File: src/rtl/pb200_pkg.sv
// Shared constants for the pb200 IIR section: word format, FSM state codes, mux select codes
// and the register-bank load-enable bundle.
package pb200_pkg;

  localparam int PB200_N = 16;
  localparam int PB200_F = 14;

  localparam logic [2:0] ST_IDLE = 3'd0;
  localparam logic [2:0] ST_MAC1 = 3'd1;
  localparam logic [2:0] ST_MAC2 = 3'd2;
  localparam logic [2:0] ST_MAC3 = 3'd3;
  localparam logic [2:0] ST_MAC4 = 3'd4;
  localparam logic [2:0] ST_MAC5 = 3'd5;
  localparam logic [2:0] ST_UPD  = 3'd6;

  localparam logic [2:0] SELS_ZERO = 3'd0;
  localparam logic [2:0] SELS_A1   = 3'd1;
  localparam logic [2:0] SELS_A2   = 3'd2;
  localparam logic [2:0] SELS_B0   = 3'd3;
  localparam logic [2:0] SELS_B1   = 3'd4;
  localparam logic [2:0] SELS_B2   = 3'd5;

  localparam logic [1:0] SELC_ZERO = 2'd0;
  localparam logic [1:0] SELC_FK1  = 2'd1;
  localparam logic [1:0] SELC_FK2  = 2'd2;
  localparam logic [1:0] SELC_FK   = 2'd3;

  localparam logic [2:0] SELZ_ZERO  = 3'd0;
  localparam logic [2:0] SELZ_UK    = 3'd1;
  localparam logic [2:0] SELZ_YK    = 3'd2;
  localparam logic [2:0] SELZ_ACUM1 = 3'd3;
  localparam logic [2:0] SELZ_ACUM2 = 3'd4;
  localparam logic [2:0] SELZ_ACUM3 = 3'd5;

  typedef struct packed {
    logic uk;
    logic acum1;
    logic fk;
    logic acum2;
    logic acum3;
    logic yk;
    logic upd;
    logic clr;
  } pb200_ld_t;

endpackage

File: src/rtl/pb200_sequencer_state_regs.sv
// W-bit operand/result register bank of the pb200 section; load enables come from the sequencer FSM.
module pb200_sequencer_state_regs
  import pb200_pkg::*;
#(
  parameter int W = PB200_N
) (
  input  logic         clk,
  input  logic         reset,
  input  pb200_ld_t    ld,
  input  logic [W-1:0] uk_in,
  input  logic [W-1:0] sum,
  output logic [W-1:0] Uk,
  output logic [W-1:0] fk,
  output logic [W-1:0] fk1,
  output logic [W-1:0] fk2,
  output logic [W-1:0] acum1,
  output logic [W-1:0] acum2,
  output logic [W-1:0] acum3,
  output logic [W-1:0] yk
);

  always_ff @(posedge clk or posedge reset) begin
    if (reset) begin
      Uk    <= '0;
      fk    <= '0;
      fk1   <= '0;
      fk2   <= '0;
      acum1 <= '0;
      acum2 <= '0;
      acum3 <= '0;
      yk    <= '0;
    end else begin
      if (ld.uk) Uk <= uk_in;
      // A history clear only happens in IDLE, so it never collides with a MAC write.
      if (ld.clr) begin
        fk    <= '0;
        fk1   <= '0;
        fk2   <= '0;
        acum1 <= '0;
        acum2 <= '0;
        acum3 <= '0;
        yk    <= '0;
      end else begin
        if (ld.acum1) acum1 <= sum;
        if (ld.fk)    fk    <= sum;
        if (ld.acum2) acum2 <= sum;
        if (ld.acum3) acum3 <= sum;
        if (ld.yk)    yk    <= sum;
        if (ld.upd) begin
          fk2 <= fk1;
          fk1 <= fk;
        end
      end
    end
  end

endmodule

File: src/rtl/pb200_sequencer.sv
// pb200 2nd-order IIR sequencer: steps the shared MAC through five products per sample.
// Optional macro PB200_CLR_EN adds the clr_state history-clear input.
module pb200_sequencer
  import pb200_pkg::*;
#(
  parameter int W = PB200_N
) (
  input  logic         clk,
  input  logic         reset,
  input  logic         start,
  input  logic [W-1:0] uk_in,
  input  logic [W-1:0] sum,
`ifdef PB200_CLR_EN
  input  logic         clr_state,
`endif
  output logic         ready,
  output logic         done,
  output logic [2:0]   controlS,
  output logic [1:0]   controlC,
  output logic [2:0]   controlZ,
  output logic [W-1:0] Uk,
  output logic [W-1:0] fk,
  output logic [W-1:0] fk1,
  output logic [W-1:0] fk2,
  output logic [W-1:0] acum1,
  output logic [W-1:0] acum2,
  output logic [W-1:0] acum3,
  output logic [W-1:0] yk
);

  logic [2:0] state_q;
  logic [2:0] state_d;
  logic       clr;
  logic       accept;
  pb200_ld_t  ld;

  assign ready = (state_q == ST_IDLE);
  assign done  = (state_q == ST_UPD);

`ifdef PB200_CLR_EN
  assign clr = clr_state & ready;
`else
  assign clr = 1'b0;
`endif
  // Clear wins over a simultaneous start.
  assign accept = start & ready & ~clr;

  always_comb begin
    state_d = state_q;
    case (state_q)
      ST_IDLE: if (accept) state_d = ST_MAC1;
      ST_MAC1: state_d = ST_MAC2;
      ST_MAC2: state_d = ST_MAC3;
      ST_MAC3: state_d = ST_MAC4;
      ST_MAC4: state_d = ST_MAC5;
      ST_MAC5: state_d = ST_UPD;
      default: state_d = ST_IDLE;
    endcase
  end

  always_ff @(posedge clk or posedge reset) begin
    if (reset) state_q <= ST_IDLE;
    else       state_q <= state_d;
  end

  always_comb begin
    controlS = SELS_ZERO;
    controlC = SELC_ZERO;
    controlZ = SELZ_ZERO;
    case (state_q)
      ST_MAC1: begin controlS = SELS_A1; controlC = SELC_FK1; controlZ = SELZ_UK;    end
      ST_MAC2: begin controlS = SELS_A2; controlC = SELC_FK2; controlZ = SELZ_ACUM1; end
      ST_MAC3: begin controlS = SELS_B0; controlC = SELC_FK;  controlZ = SELZ_ZERO;  end
      ST_MAC4: begin controlS = SELS_B1; controlC = SELC_FK1; controlZ = SELZ_ACUM2; end
      ST_MAC5: begin controlS = SELS_B2; controlC = SELC_FK2; controlZ = SELZ_ACUM3; end
      default: ;
    endcase
  end

  always_comb begin
    ld       = '0;
    ld.uk    = accept;
    ld.clr   = clr;
    ld.acum1 = (state_q == ST_MAC1);
    ld.fk    = (state_q == ST_MAC2);
    ld.acum2 = (state_q == ST_MAC3);
    ld.acum3 = (state_q == ST_MAC4);
    ld.yk    = (state_q == ST_MAC5);
    ld.upd   = (state_q == ST_UPD);
  end

  pb200_sequencer_state_regs #(.W(W)) u_regs (
    .clk   (clk),
    .reset (reset),
    .ld    (ld),
    .uk_in (uk_in),
    .sum   (sum),
    .Uk    (Uk),
    .fk    (fk),
    .fk1   (fk1),
    .fk2   (fk2),
    .acum1 (acum1),
    .acum2 (acum2),
    .acum3 (acum3),
    .yk    (yk)
  );

endmodule

File: config.mk
export PLATFORM = sky130hd
export DESIGN_NAME = pb200_sequencer
export DESIGN_NICKNAME = d
export VERILOG_FILES = /design/src/rtl/pb200_pkg.sv /design/src/rtl/pb200_sequencer_state_regs.sv /design/src/rtl/pb200_sequencer.sv
export SDC_FILE = /design/constraint.sdc
export NUM_CORES = 1
export LEC_CHECK = 0
export ABC_AREA = 1
export CORE_ASPECT_RATIO = 1.1
export CORE_MARGIN = 5
export CORE_UTILIZATION = 40
export DETAILED_ROUTE_END_ITERATION = 6
export HOLD_SLACK_MARGIN = 0.08
export PLACE_DENSITY = 0.72
export SKIP_CTS_REPAIR_TIMING = 1
export SLEW_MARGIN = 20
export SYNTH_ARGS = -nofsm -noshare
export SYNTH_HDL_FRONTEND = slang
export SYNTH_SLANG_ARGS = --single-unit
File: constraint.sdc
create_clock -name clk -period 12.3 [get_ports clk]
set_input_delay 2.46 -clock clk [delete_from_list [all_inputs] [get_ports clk]]
set_output_delay 2.46 -clock clk [all_outputs]
set_load 0.05 [all_outputs]
## Word level (Yosys, flattened, before mapping)

Index checks and enable logic that the tools add are counted.

- Flip-flop bits (word level): 131
- Bits in latches: 0
- RAM bits: 0
- Logic and storage cells: 25
- Output and inout port bits: 138
- Input bits: 35
- Memories kept: 0
- Bits in read-only memories: 0

- Reductions and logical operators: 3
- Shifts and indexed selects: 0
- $lt $le $gt $ge: 0
- Add/subtract/negate cells: 0
- Div/mod/pow operators: 0
- Equality and inequality tests: 7
- Multipliers: 0
- Multiplexer cells: 5
- Bitwise operators: 1

Operator list:

| kind | number |
|---|---|
| 3-bit one-hot mux with 6 select lines | 1 |
| 3-bit one-hot mux with 5 select lines | 1 |
| 3-bit one-hot mux with 4 select lines | 1 |
| 3-bit == test, second input constant | 3 |
| 3-bit by 2-bit == test with 1-bit output, second input constant | 2 |
| 2-bit one-hot mux with 3 select lines | 1 |
| 2-bit OR reduction | 2 |
| 3-bit by 1-bit == test with 1-bit output, second input constant | 1 |
| 3-bit logical NOT | 1 |
| 3-bit 2-to-1 mux | 1 |
| 2-bit by 1-bit inequality test with 1-bit output, second input constant | 1 |
| 1-bit AND | 1 |

## Logic depth before layout (Yosys ltp)

Gate-level depths: netlist of run 1.

- Depth in word-level cells: 4
- Depth in mapped cells: 8
- Gate-level depth less buffers: 6

## Hierarchy

From an unflattened synthesis of run 1, not the netlist that was laid out.

- Cells, all modules: 604
- Area, all modules: 5308.8 sq um

By module, submodules not included:

| module | area each (sq um) | sequential area each (sq um) | cells an instance | instances |
|---|---|---|---|---|
| pb200_sequencer_state_regs | 5014.8 | 3203.1 | 557 | 1 |
| pb200_sequencer | 294.0 | 75.1 | 47 | 1 |

## Worst setup path before layout of run 1

Ideal clock, no wire load.

- Kind: register to output
- Start point: register state_q[1]
- End point: output controlZ[0]
- Cell stages (with the launch flop): 6
- Data arrival time: 2358 ps
- Slack: 7482 ps
- Path buffers: 1
- Path through: dfrtp_1 buf_2 inv_1 ha_1 nor2_1 o21ai_0

- Longest elaborated chain between the ends: 2
- Elaborated cells between the ends (all ways): 5
- Classes of those cells: eq/ne (4); mux (1)

Ends and longest elaborated chain:

| what | line | source |
|---|---|---|
| start, declared | pb200_sequencer.sv:31 | `logic [2:0] state_q;` |
| start signal, assigned | pb200_sequencer.sv:63 | `else state_q <= state_d;` |
| 3-bit == test (tied with other cells) | pb200_sequencer.sv:70 | `case (state_q)` |
| 3-bit one-hot mux with 4 select lines * | pb200_sequencer.sv:70 |  |
| end, declared | pb200_sequencer.sv:20 | `output logic [2:0] controlZ,` |

Mark *: on every way between the ends. The rest lies on a longest branch, timed or not.

## Worst setup path after layout of run 1

- Start point: register state_q[2]
- End point: output done

- Longest elaborated chain between the ends: 1

Ends and longest elaborated chain:

| what | line | source |
|---|---|---|
| 3-bit == test | pb200_sequencer.sv:38 | `assign done = (state_q == ST_UPD);` |
| end, declared | pb200_sequencer.sv:17 | `output logic done,` |

No other way between the ends.

==> results.md, run 1 <==
* Status: finished clean
* Gate Count Post-Synth at 554
* Reg-to-reg startpoint: state_q[2]$_DFFE_PP0P_
* # port buffers at 172
* Worst path arrival time at 3.21 ns
* Critical Path End Type: primary output
* Synth cell types at 18
* Yosys top cell area share at 0.6466
* #FFs+latches synth at 131
* Gr ovfl total at 0
* Ant diodes at 0
* First-pass GRT wire length at 22,340 µm
* # DRC at 0
* DR vias at 4,279
* Initial DRC count at 306
* Seq/Total Area, Yosys at 0.6466
* CTS clk-pin slew, worst paths at 0.05 ns
* Slew @ Worst Pin at 0.8201 ns
* Final worst path period share at 0.4613
* Share of post-route cells with drive strength above 1 at 0.06148
* Cell taking the most area after synthesis: dfrtp_1
* Fin. max-slew vios at 0
* Slowest stage delay, CP at 0.91 ns
* Setup TNS at 0 ns
* Final number of setup-violating endpoints at 0
* CP max-delay cell: clkdlybuf4s50_1
* Worst Path Required at 9.84 ns
* WL/cell at 15.18 µm
* Row count at 43
* Min Tclk post-route at 5.674 ns
* Nets at 758
* Detailed Routing Iterations Pass 1 at 4
* Syn_area_per_cell at 9.151 µm²
* Die area at 15,030 µm²
* Synthesized net count at 592
* Placer Congestion at 0.8140
* CTS tree: yes
* Root Buffer: clkbuf_16
* Die height at 128.1 µm
* Sink Count at 131
* FMAX at 176.3 MHz
* Area Growth Syn to Fin at 48.25%
* CTS H-tree lvls at 4
* Area contributors post-synth: dfrtp_1 65%, nand2_1 21%, o21ai_0 2.7%
* Core Area at 12,540 µm²
* Clock buffer depth at 2
* Initial cell density of the core at 0.4044
* All-layer global routing usage at 0.1839
* Clock Latency Late Sink at 0.41 ns
* Die W at 117.3 µm
* HP Class: register to register
* Final Hold Viols at 0
* Fillers at 1,082
* Cell area after synthesis at 5070 µm²
* Critical Path Start: state_q[2]$_DFFE_PP0P_
* CP Max Fanout at 33
* Worst path cell trace: nand3_2 > inv_2 > clkdlybuf4s50_1
* Number of global-route vias before repair at 4,335
* Routed wire length at 13,500 µm
* Hold_sp: u_regs.acum1[13]$_DFFE_PP0N_
* Routed Antenna Nets at 0
* Relative slew slack at 0.4532
* Synth warnings at 0
* Max-cap viol count at 0
* Clock skew at 0.005779 ns
* CP Class: register to primary output
* Unrepaired setup endpoints after global routing: false
* CTS Buf Count at 17
* CP startpoint kind: register
* Antenna violations before repair at 0
* Vias per cell at 4.813
* Pin count of the biggest net entering global routing at 94
* # IOs at 173
* Hpwl dp at 9903 µm
[cells in the mapped netlist]
master	count
buf_1	1
buf_2	19
nor2_1	6
nor2_4	3
nand2_1	280
inv_1	22
o21ai_0	27
clkbuf_1	5
a21oi_1	1
dfrtp_1	131
nand2_2	3
o21ai_1	23
nand3_1	6
nand4_1	16
buf_4	3
nor3_1	1
inv_2	4
ha_1	3
[layout by cell type (no fill, tap or decap), types with 4 or more instances in the layout]
| master | n |
|---|---|
| inv_1 | 21 |
| clkbuf_16 | 17 |
| nand4_1 | 16 |
| clkdlybuf4s50_1 | 172 |
| nand3_1 | 4 |
| dfrtp_1 | 131 |
| bufinv_16 | 4 |
| nand2_1 | 280 |
| inv_2 | 4 |
| o21ai_1 | 23 |
| o21ai_0 | 27 |
| nor2_1 | 6 |
[metrics by stage]
step	std cells	hold WS [ns]	area, µm²	setup slack (ns)	util
3_5_place_dp	858	0.4614	6875	6.559	0.5485
4_1_cts	889	0.4748	7502	6.094	0.5985
5_1_grt	889	0.5031	7516	6.377	0.5996
6_report	889	0.4736	7516	6.626	0.5996
3_3_place_gp	858	0.4561	6875	6.638	0.5485
2_1_floorplan	554	0.6005	5070	6.342	-
[final timing paths]
| path | endpoint | slack [ns] | depth (start not counted) |
|---|---|---|---|
| worst max register to register | u_regs.fk2[11]$_DFFE_PP0P_ | 10.12 | 4 |
| min in group asynchronous | u_regs.fk2[3]$_DFFE_PP0P_ | 2.41 | 2 |
| worst max-delay path | done | 6.63 | 3 |
| worst min-delay path | u_regs.acum1[13]$_DFFE_PP0N_ | 0.47 | 2 |
| max in group asynchronous | u_regs.Uk[14]$_DFFE_PP0P_ | 8.75 | 3 |
| worst min register to register | u_regs.acum1[13]$_DFFE_PP0N_ | 0.47 | 2 |
[worst max-delay path: cells and delay by family (launching register included)]
family	cells	cell delay (ns)
buf+inv	2	1.58
flops	1	0.62
simple gates	1	0.60
[cell families after synthesis]
logic type,after synthesis,share of synthesized area
adders and majority gates,3,0.007405
and+or+nand+nor,315,0.2488
DFF,131,0.6466
AOI/OAI and AO/OA,51,0.05034
buffers and inverters,54,0.04689
[sequential cells by signal (all words and copies together) (netlist names)]
register and cells:
u_regs.Uk 16, u_regs.acum3 16, u_regs.acum2 16, u_regs.fk2 16
u_regs.fk 16, u_regs.acum1 16, u_regs.fk1 16, state_q 3
u_regs.yk 16
[routing by layer]
| layer | up-vias | GRT usage | wire length (µm) |
|---|---|---|---|
| met4 | 0 | 0.06758 | 286 |
| li1 | 2059 | - | - |
| met1 | 2061 | 0.2426 | 5979 |
| met3 | 24 | 0.05825 | 875 |
| met5 | - | 0 | 0 |
| met2 | 135 | 0.2866 | 6358 |
[layout make-up]
class | instances | area [µm²] | area share
Sequential cell | 131 | 3278 | 0.4362
Multi-Input combinational cell | 369 | 1564 | 0.2081
Tap cell | 157 | 196.4 | 0.02614
Clock buffer | 22 | 474.2 | 0.06309
Timing Repair Buffer | 175 | 1748 | 0.2326
Clock inverter | 9 | 152.6 | 0.02031
Inverter | 26 | 102.6 | 0.01365
Power of run 1 is not shown: default switching activity piles up to over one toggle a cycle in this logic, so the estimate is an artifact.
==> inputs of run 2 (changes only) <==
--- a/config.mk
+++ b/config.mk
@@ -11,7 +11,7 @@
 export CORE_UTILIZATION = 40
 export DETAILED_ROUTE_END_ITERATION = 6
 export HOLD_SLACK_MARGIN = 0.08
-export PLACE_DENSITY = 0.72
+export PLACE_DENSITY = 0.75
 export SKIP_CTS_REPAIR_TIMING = 1
 export SLEW_MARGIN = 20
 export SYNTH_ARGS = -nofsm -noshare
==> constraint.sdc (replaced) <==
create_clock -name clk -period 4.86 [get_ports clk]
set_input_delay 0.972 -clock clk [delete_from_list [all_inputs] [get_ports clk]]
set_output_delay 0.972 -clock clk [all_outputs]
set_load 0.05 [all_outputs]
==> run 2 against run 1 <==
  * Hold slack better by 0.00060 ns
  * First-iteration DRC count down 2.9%
  * Register-to-register slack worse by 7.2 ns
  * Sequential share of layout area up 0.41 points
  * Cell count up 0.11%
  * Die area unchanged
  * Routed wire length up 2.2%
  * Worst setup slack worse by 5.5 ns
  * Utilization down 0.56 points
==> results.md, run 2 (same netlist as run 1, synthesis figures left out) <==
* Most frequent cells in the layout: 280 x nand2_1, 172 x clkdlybuf4s50_1, 131 x dfrtp_1, 27 x o21ai_0, 23 x o21ai_1 (unchanged)
* Ant diodes at 0 (unchanged)
* CP endpoint: done (unchanged)
* FMAX at 265.3 MHz
* Initial DRC count at 297 (was 306)
* Slowest stage delay, CP at 0.90 ns (was 0.91 ns)
* Top routing layer in use: met4 (unchanged)
* First-pass GRT wire length at 22,600 µm (was 22,340 µm)
* Status: finished clean (unchanged)
* Nets at 760 (was 758)
* Min Tclk post-route at 3.769 ns
* Share of post-route cells with drive strength above 1 at 0.05866 (was 0.06148)
* Placer Congestion at 0.7860 (was 0.8140)
* Fin. max-slew vios at 0 (unchanged)
* Vias per cell at 4.822 (was 4.813)
* Worst path depth at 4 (was 3)
* # DRC at 0 (unchanged)
* Pin count of the biggest net entering global routing at 104 (was 94)
* Core Area at 12,540 µm² (unchanged)
* Critical Path Start: state_q[2]$_DFFE_PP0P_ (unchanged)
* Relative slew slack at 0.3898 (was 0.4532)
* Clock skew at 0.005034 ns (was 0.005779 ns)
* Worst Path Required at 3.89 ns (was 9.84 ns)
* Routed metal-1 wirelength at 5951 µm (was 5979 µm)
* Most common cell after layout, fill and taps aside: nand2_1 (unchanged)
* All-layer global routing usage at 0.1864 (was 0.1839)
* Cell family with most CP delay: buffers and inverters (unchanged)
* Critical path buffer and inverter count at 3 (was 2)
* Non-filler instance count after layout at 890 (was 889)
* CP Max Fanout at 33 (unchanged)
* # port buffers at 172 (unchanged)
* Final Hold Viols at 0 (unchanged)
* Routed wire length at 13,790 µm (was 13,500 µm)
* Worst path cell trace: nand3_1 > buf_4 > inv_2 > clkdlybuf4s50_1 (was nand3_2 > inv_2 > clkdlybuf4s50_1)
* WL/cell at 15.50 µm (was 15.18 µm)
* Number of global-route vias before repair at 4,401 (was 4,335)
* Final number of setup-violating endpoints at 0 (unchanged)
* Reg-to-reg slack, setup at 2.91 ns (was 10.12 ns)
* CP Class: register to primary output (unchanged)
* Setup TNS at 0 ns (unchanged)
* Die height at 128.1 µm (unchanged)
* Reg-to-reg startpoint: state_q[2]$_DFFE_PP0P_ (unchanged)
* Worst path arrival time at 2.80 ns (was 3.21 ns)
* Row count at 43 (unchanged)
* Final worst path period share at 0.7756
* CTS H-tree lvls at 4 (unchanged)
* CTS tree: yes (unchanged)
* CP max-delay cell: clkdlybuf4s50_1 (unchanged)
* Root Buffer: clkbuf_16 (unchanged)
* HP Class: register to register (unchanged)
* Detailed Routing Iterations Pass 1 at 5 (was 4)
* CP startpoint kind: register (unchanged)
* Placed Cells incl. Taps at 860 (was 858)
* Die W at 117.3 µm (unchanged)
* Met3 WL post-DR at 841 µm (was 875 µm)
* Initial cell density of the core at 0.4044 (unchanged)
* Hold Path Stages at 2 (unchanged)
* Slew @ Worst Pin at 0.9152 ns (was 0.8201 ns)
* Clock buffer depth at 2 (unchanged)
* Max-cap viol count at 0 (unchanged)
* Antenna violations before repair at 0 (unchanged)
* DR vias at 4,292 (was 4,279)
* Critical Path End Type: primary output (unchanged)
* Gr ovfl total at 0 (unchanged)
* CTS clk-pin slew, worst paths at 0.05 ns (about the same)
* Met2 Wirelength at 6649 µm (was 6358 µm)
* Routed Antenna Nets at 0 (unchanged)
* Hpwl dp at 10,120 µm (was 9903 µm)
* Sink Count at 131 (unchanged)
* CTS Buf Count at 17 (unchanged)
* Worst R2R Path Depth at 4 (unchanged)
* Die area at 15,030 µm² (unchanged)
* Area Growth Syn to Fin at 46.87% (was 48.25%)
* Unrepaired setup endpoints after global routing: false (unchanged)
* Clock Latency Late Sink at 0.40 ns (was 0.41 ns)
* # IOs at 173 (unchanged)
* Reg-to-Reg End: u_regs.Uk[2]$_DFFE_PP0P_ (was u_regs.fk2[11]$_DFFE_PP0P_)
[run 2: worst min-delay path: stages (launching register included)]
cell	delay (ns)
dfrtp_1	0.34
nand2_1	0.05
nand2_1	0.05
[run 2: cell type report]
| cell class | count | area (µm²) |
|---|---|---|
| sequential | 131 | 3278 |
| fill | 1097 | 5090 |
| multi-input combinational | 369 | 1554 |
| inverter | 26 | 102.6 |
| clock buffer | 25 | 505.5 |
| timing repair buffer | 177 | 1759 |
| clock inverter | 5 | 50.05 |
| tap | 157 | 196.4 |
[run 2: worst min path at each step]
stage | start | to | slack (ns)
after floorplan | state_q[2]$_DFFE_PP0P_ | state_q[1]$_DFFE_PP0P_ | 0.60
after global placement | u_regs.Uk[10]$_DFFE_PP0P_ | u_regs.Uk[10]$_DFFE_PP0P_ | 0.46
after detailed placement | u_regs.Uk[10]$_DFFE_PP0P_ | u_regs.Uk[10]$_DFFE_PP0P_ | 0.46
after CTS | u_regs.Uk[14]$_DFFE_PP0P_ | u_regs.Uk[14]$_DFFE_PP0P_ | 0.48
after global routing | u_regs.yk[3]$_DFFE_PP0N_ | u_regs.yk[3]$_DFFE_PP0N_ | 0.49
final | u_regs.yk[10]$_DFFE_PP0N_ | u_regs.yk[10]$_DFFE_PP0N_ | 0.47
[run 2: per-stage QoR]
| step | instance area [µm²] | setup slack (ns) | util | hold WS, ns |
|---|---|---|---|---|
| 3_5_place_dp | 6890 | 1.535 | 0.5497 | 0.4615 |
| 3_3_place_gp | 6890 | 1.612 | 0.5497 | 0.4561 |
| 5_1_grt | 7446 | 0.9321 | 0.5940 | 0.4936 |
| 2_1_floorplan | 5070 | 0.3903 | - | 0.6005 |
| 6_report | 7446 | 1.091 | 0.5940 | 0.4742 |
| 4_1_cts | 7446 | 1.089 | 0.5940 | 0.4751 |
[run 2: metal layers]
layer | up-vias | GRT usage
met4 | 0 | 0.07850
met3 | 24 | 0.06002
met2 | 151 | 0.2903
met1 | 2043 | 0.2412
li1 | 2074 | -
met5 | - | 0
Power of run 2 is left out for the same reason.
==> inputs of run 3 (changes only) <==
--- a/config.mk
+++ b/config.mk
@@ -11,7 +11,7 @@
 export CORE_UTILIZATION = 40
 export DETAILED_ROUTE_END_ITERATION = 6
 export HOLD_SLACK_MARGIN = 0.08
-export PLACE_DENSITY = 0.75
+export PLACE_DENSITY = 0.72
 export SKIP_CTS_REPAIR_TIMING = 1
 export SLEW_MARGIN = 20
 export SYNTH_ARGS = -nofsm -noshare
==> constraint.sdc (replaced) <==
create_clock -name clk -period 3.7 [get_ports clk]
set_input_delay 0.74 -clock clk [delete_from_list [all_inputs] [get_ports clk]]
set_output_delay 0.74 -clock clk [all_outputs]
set_load 0.05 [all_outputs]
==> run 3 against run 2 <==
  * Register-to-register slack worse by 1.1 ns
  * Hold slack worse by 0.0038 ns
  * Worst setup slack worse by 0.78 ns
  * Via count rose by 0.16%
  * First-iteration DRC count is 2.7% lower
  * Sequential share of layout area shrank 0.48 points
  * Cell count up 0.11%
  * Sequential cell count stayed put
==> results.md, run 3 (same netlist as run 1, synthesis figures left out) <==
* Detailed Routing Iterations Pass 1 at 5 (unchanged)
* Antenna violations before repair at 0 (unchanged)
* First-pass GRT wire length at 22,070 µm (was 22,600 µm)
* CP Max Fanout at 24 (was 33)
* Ant diodes at 0 (unchanged)
* Sink Count at 131 (unchanged)
* Min Tclk post-route at 3.388 ns
* CP startpoint kind: register (unchanged)
* Root Buffer: clkbuf_16 (unchanged)
* Clock Latency Late Sink at 0.40 ns (about the same)
* Worst Path Required at 2.96 ns (was 3.89 ns)
* Slew @ Worst Pin at 0.7111 ns (was 0.9152 ns)
* CTS clk-pin slew, worst paths at 0.06 ns (was 0.05 ns)
* Clock skew at 0.006019 ns (was 0.005034 ns)
* CTS tree: yes (unchanged)
* Most common cell after layout, fill and taps aside: nand2_1 (unchanged)
* All-layer global routing usage at 0.1823 (was 0.1864)
* Placer Congestion at 0.8972 (was 0.7860)
* Relative slew slack at 0.5259 (was 0.3898)
* Routed Antenna Nets at 0 (unchanged)
* Hpwl dp at 9882 µm (was 10,120 µm)
* HP Class: register to register (unchanged)
* Routed wire length at 13,660 µm (was 13,790 µm)
* Worst path arrival time at 2.65 ns (was 2.80 ns)
* Pin count of the biggest net entering global routing at 132 (was 104)
* CP max-delay cell: clkdlybuf4s50_1 (unchanged)
* Final worst path period share at 0.9157
* Gr ovfl total at 0 (unchanged)
* Critical path buffer and inverter count at 2 (was 3)
* DR vias at 4,299 (was 4,292)
* CTS H-tree lvls at 4 (unchanged)
* Clock buffer depth at 2 (unchanged)
* Die area at 15,030 µm² (unchanged)
* Nets at 760 (unchanged)
* Fin. max-slew vios at 0 (unchanged)
* Cell family with most CP delay: buffers and inverters (unchanged)
* # IOs at 173 (unchanged)
* Setup TNS at 0 ns (unchanged)
* CTS Buf Count at 17 (unchanged)
* Final number of setup-violating endpoints at 0 (unchanged)
* Slowest stage delay, CP at 0.81 ns (was 0.90 ns)
* Initial cell density of the core at 0.4044 (unchanged)
* Critical Path End Type: primary output (unchanged)
* Status: finished clean (unchanged)
* Initial DRC count at 289 (was 297)
* Worst path cell trace: inv_2 > nand2_2 > nand2_1 > clkdlybuf4s50_1 (was nand3_1 > buf_4 > inv_2 > clkdlybuf4s50_1)
* CP Class: register to primary output (unchanged)
* WL/cell at 15.33 µm (was 15.50 µm)
* Die W at 117.3 µm (unchanged)
* Unrepaired setup endpoints after global routing: false (unchanged)
* Row count at 43 (unchanged)
* Vias per cell at 4.825 (was 4.822)
* Most frequent cells in the layout: 280 x nand2_1, 168 x clkdlybuf4s50_1, 131 x dfrtp_1, 27 x o21ai_0, 23 x o21ai_1 (was 280 x nand2_1, 172 x clkdlybuf4s50_1, 131 x dfrtp_1, 27 x o21ai_0, 23 x o21ai_1)
* # DRC at 0 (unchanged)
* Share of post-route cells with drive strength above 1 at 0.06812 (was 0.05866)
* Fillers at 1,068 (was 1,097)
* FMAX at 295.1 MHz
* Final Hold Viols at 0 (unchanged)
* Core Area at 12,540 µm² (unchanged)
* Die height at 128.1 µm (unchanged)
* Area Growth Syn to Fin at 48.49% (was 46.87%)
* Max-cap viol count at 0 (unchanged)
* Number of global-route vias before repair at 4,238 (was 4,401)
* # port buffers at 172 (unchanged)
run 3: metrics by stage:
step / std cells / hold WS (ns) / instance area, µm² / utilization / setup WS (ns)
floorplan: 554 / 0.6005 / 5074 / - / 0.6023
global placement: 860 / 0.4564 / 6917 / 0.5518 / 0.8514
detailed placement: 860 / 0.4583 / 6917 / 0.5518 / 0.7789
CTS: 891 / 0.4723 / 7528 / 0.6006 / 0.3265
global route: 891 / 0.4905 / 7528 / 0.6006 / 0.1718
finish: 891 / 0.4703 / 7528 / 0.6006 / 0.3117
run 3: cell type report:
| type | instances | area, µm² | share of cell area |
|---|---|---|---|
| flip-flops and latches | 131 | 3278 | 0.4354 |
| clock inverters | 9 | 127.6 | 0.01695 |
| inverters | 26 | 101.3 | 0.01346 |
| clock buffers | 22 | 484.2 | 0.06432 |
| repair buffers | 177 | 1787 | 0.2373 |
| well taps | 157 | 196.4 | 0.02609 |
| multi-input cells | 369 | 1554 | 0.2064 |
run 3: routing by layer:
metal,global-route usage,vias up,share of wire
li1,-,2067,-
met1,0.2371,2065,0.44
met2,0.2790,148,0.48
met3,0.06399,19,0.067
met4,0.07577,0,0.020
met5,0,-,0
run 3: path summary, 6_finish.rpt:
path / from / to / slack [ns] / cells after the start
setup / recovery: state_q[2]$_DFFE_PP0P_ / controlS[0] / 0.31 / 4
hold / removal: u_regs.Uk[2]$_DFFE_PP0P_ / u_regs.Uk[2]$_DFFE_PP0P_ / 0.47 / 2
setup reg to reg: state_q[2]$_DFFE_PP0P_ / u_regs.Uk[11]$_DFFE_PP0P_ / 1.78 / 4
hold reg to reg: u_regs.Uk[2]$_DFFE_PP0P_ / u_regs.Uk[2]$_DFFE_PP0P_ / 0.47 / 2
max in group asynchronous: reset / u_regs.fk[11]$_DFFE_PP0N_ / 2.28 / 3
min in group asynchronous: reset / u_regs.fk1[2]$_DFFE_PP0P_ / 0.87 / 3
run 3: worst register-to-register path, stage by stage, from the launching register on:
cell	delay (ns)
dfrtp_1	0.53
inv_2	0.41
nand3_1	0.57
nand2_1	0.21
nand2_1	0.08
Power of run 3 is left out for the same reason.
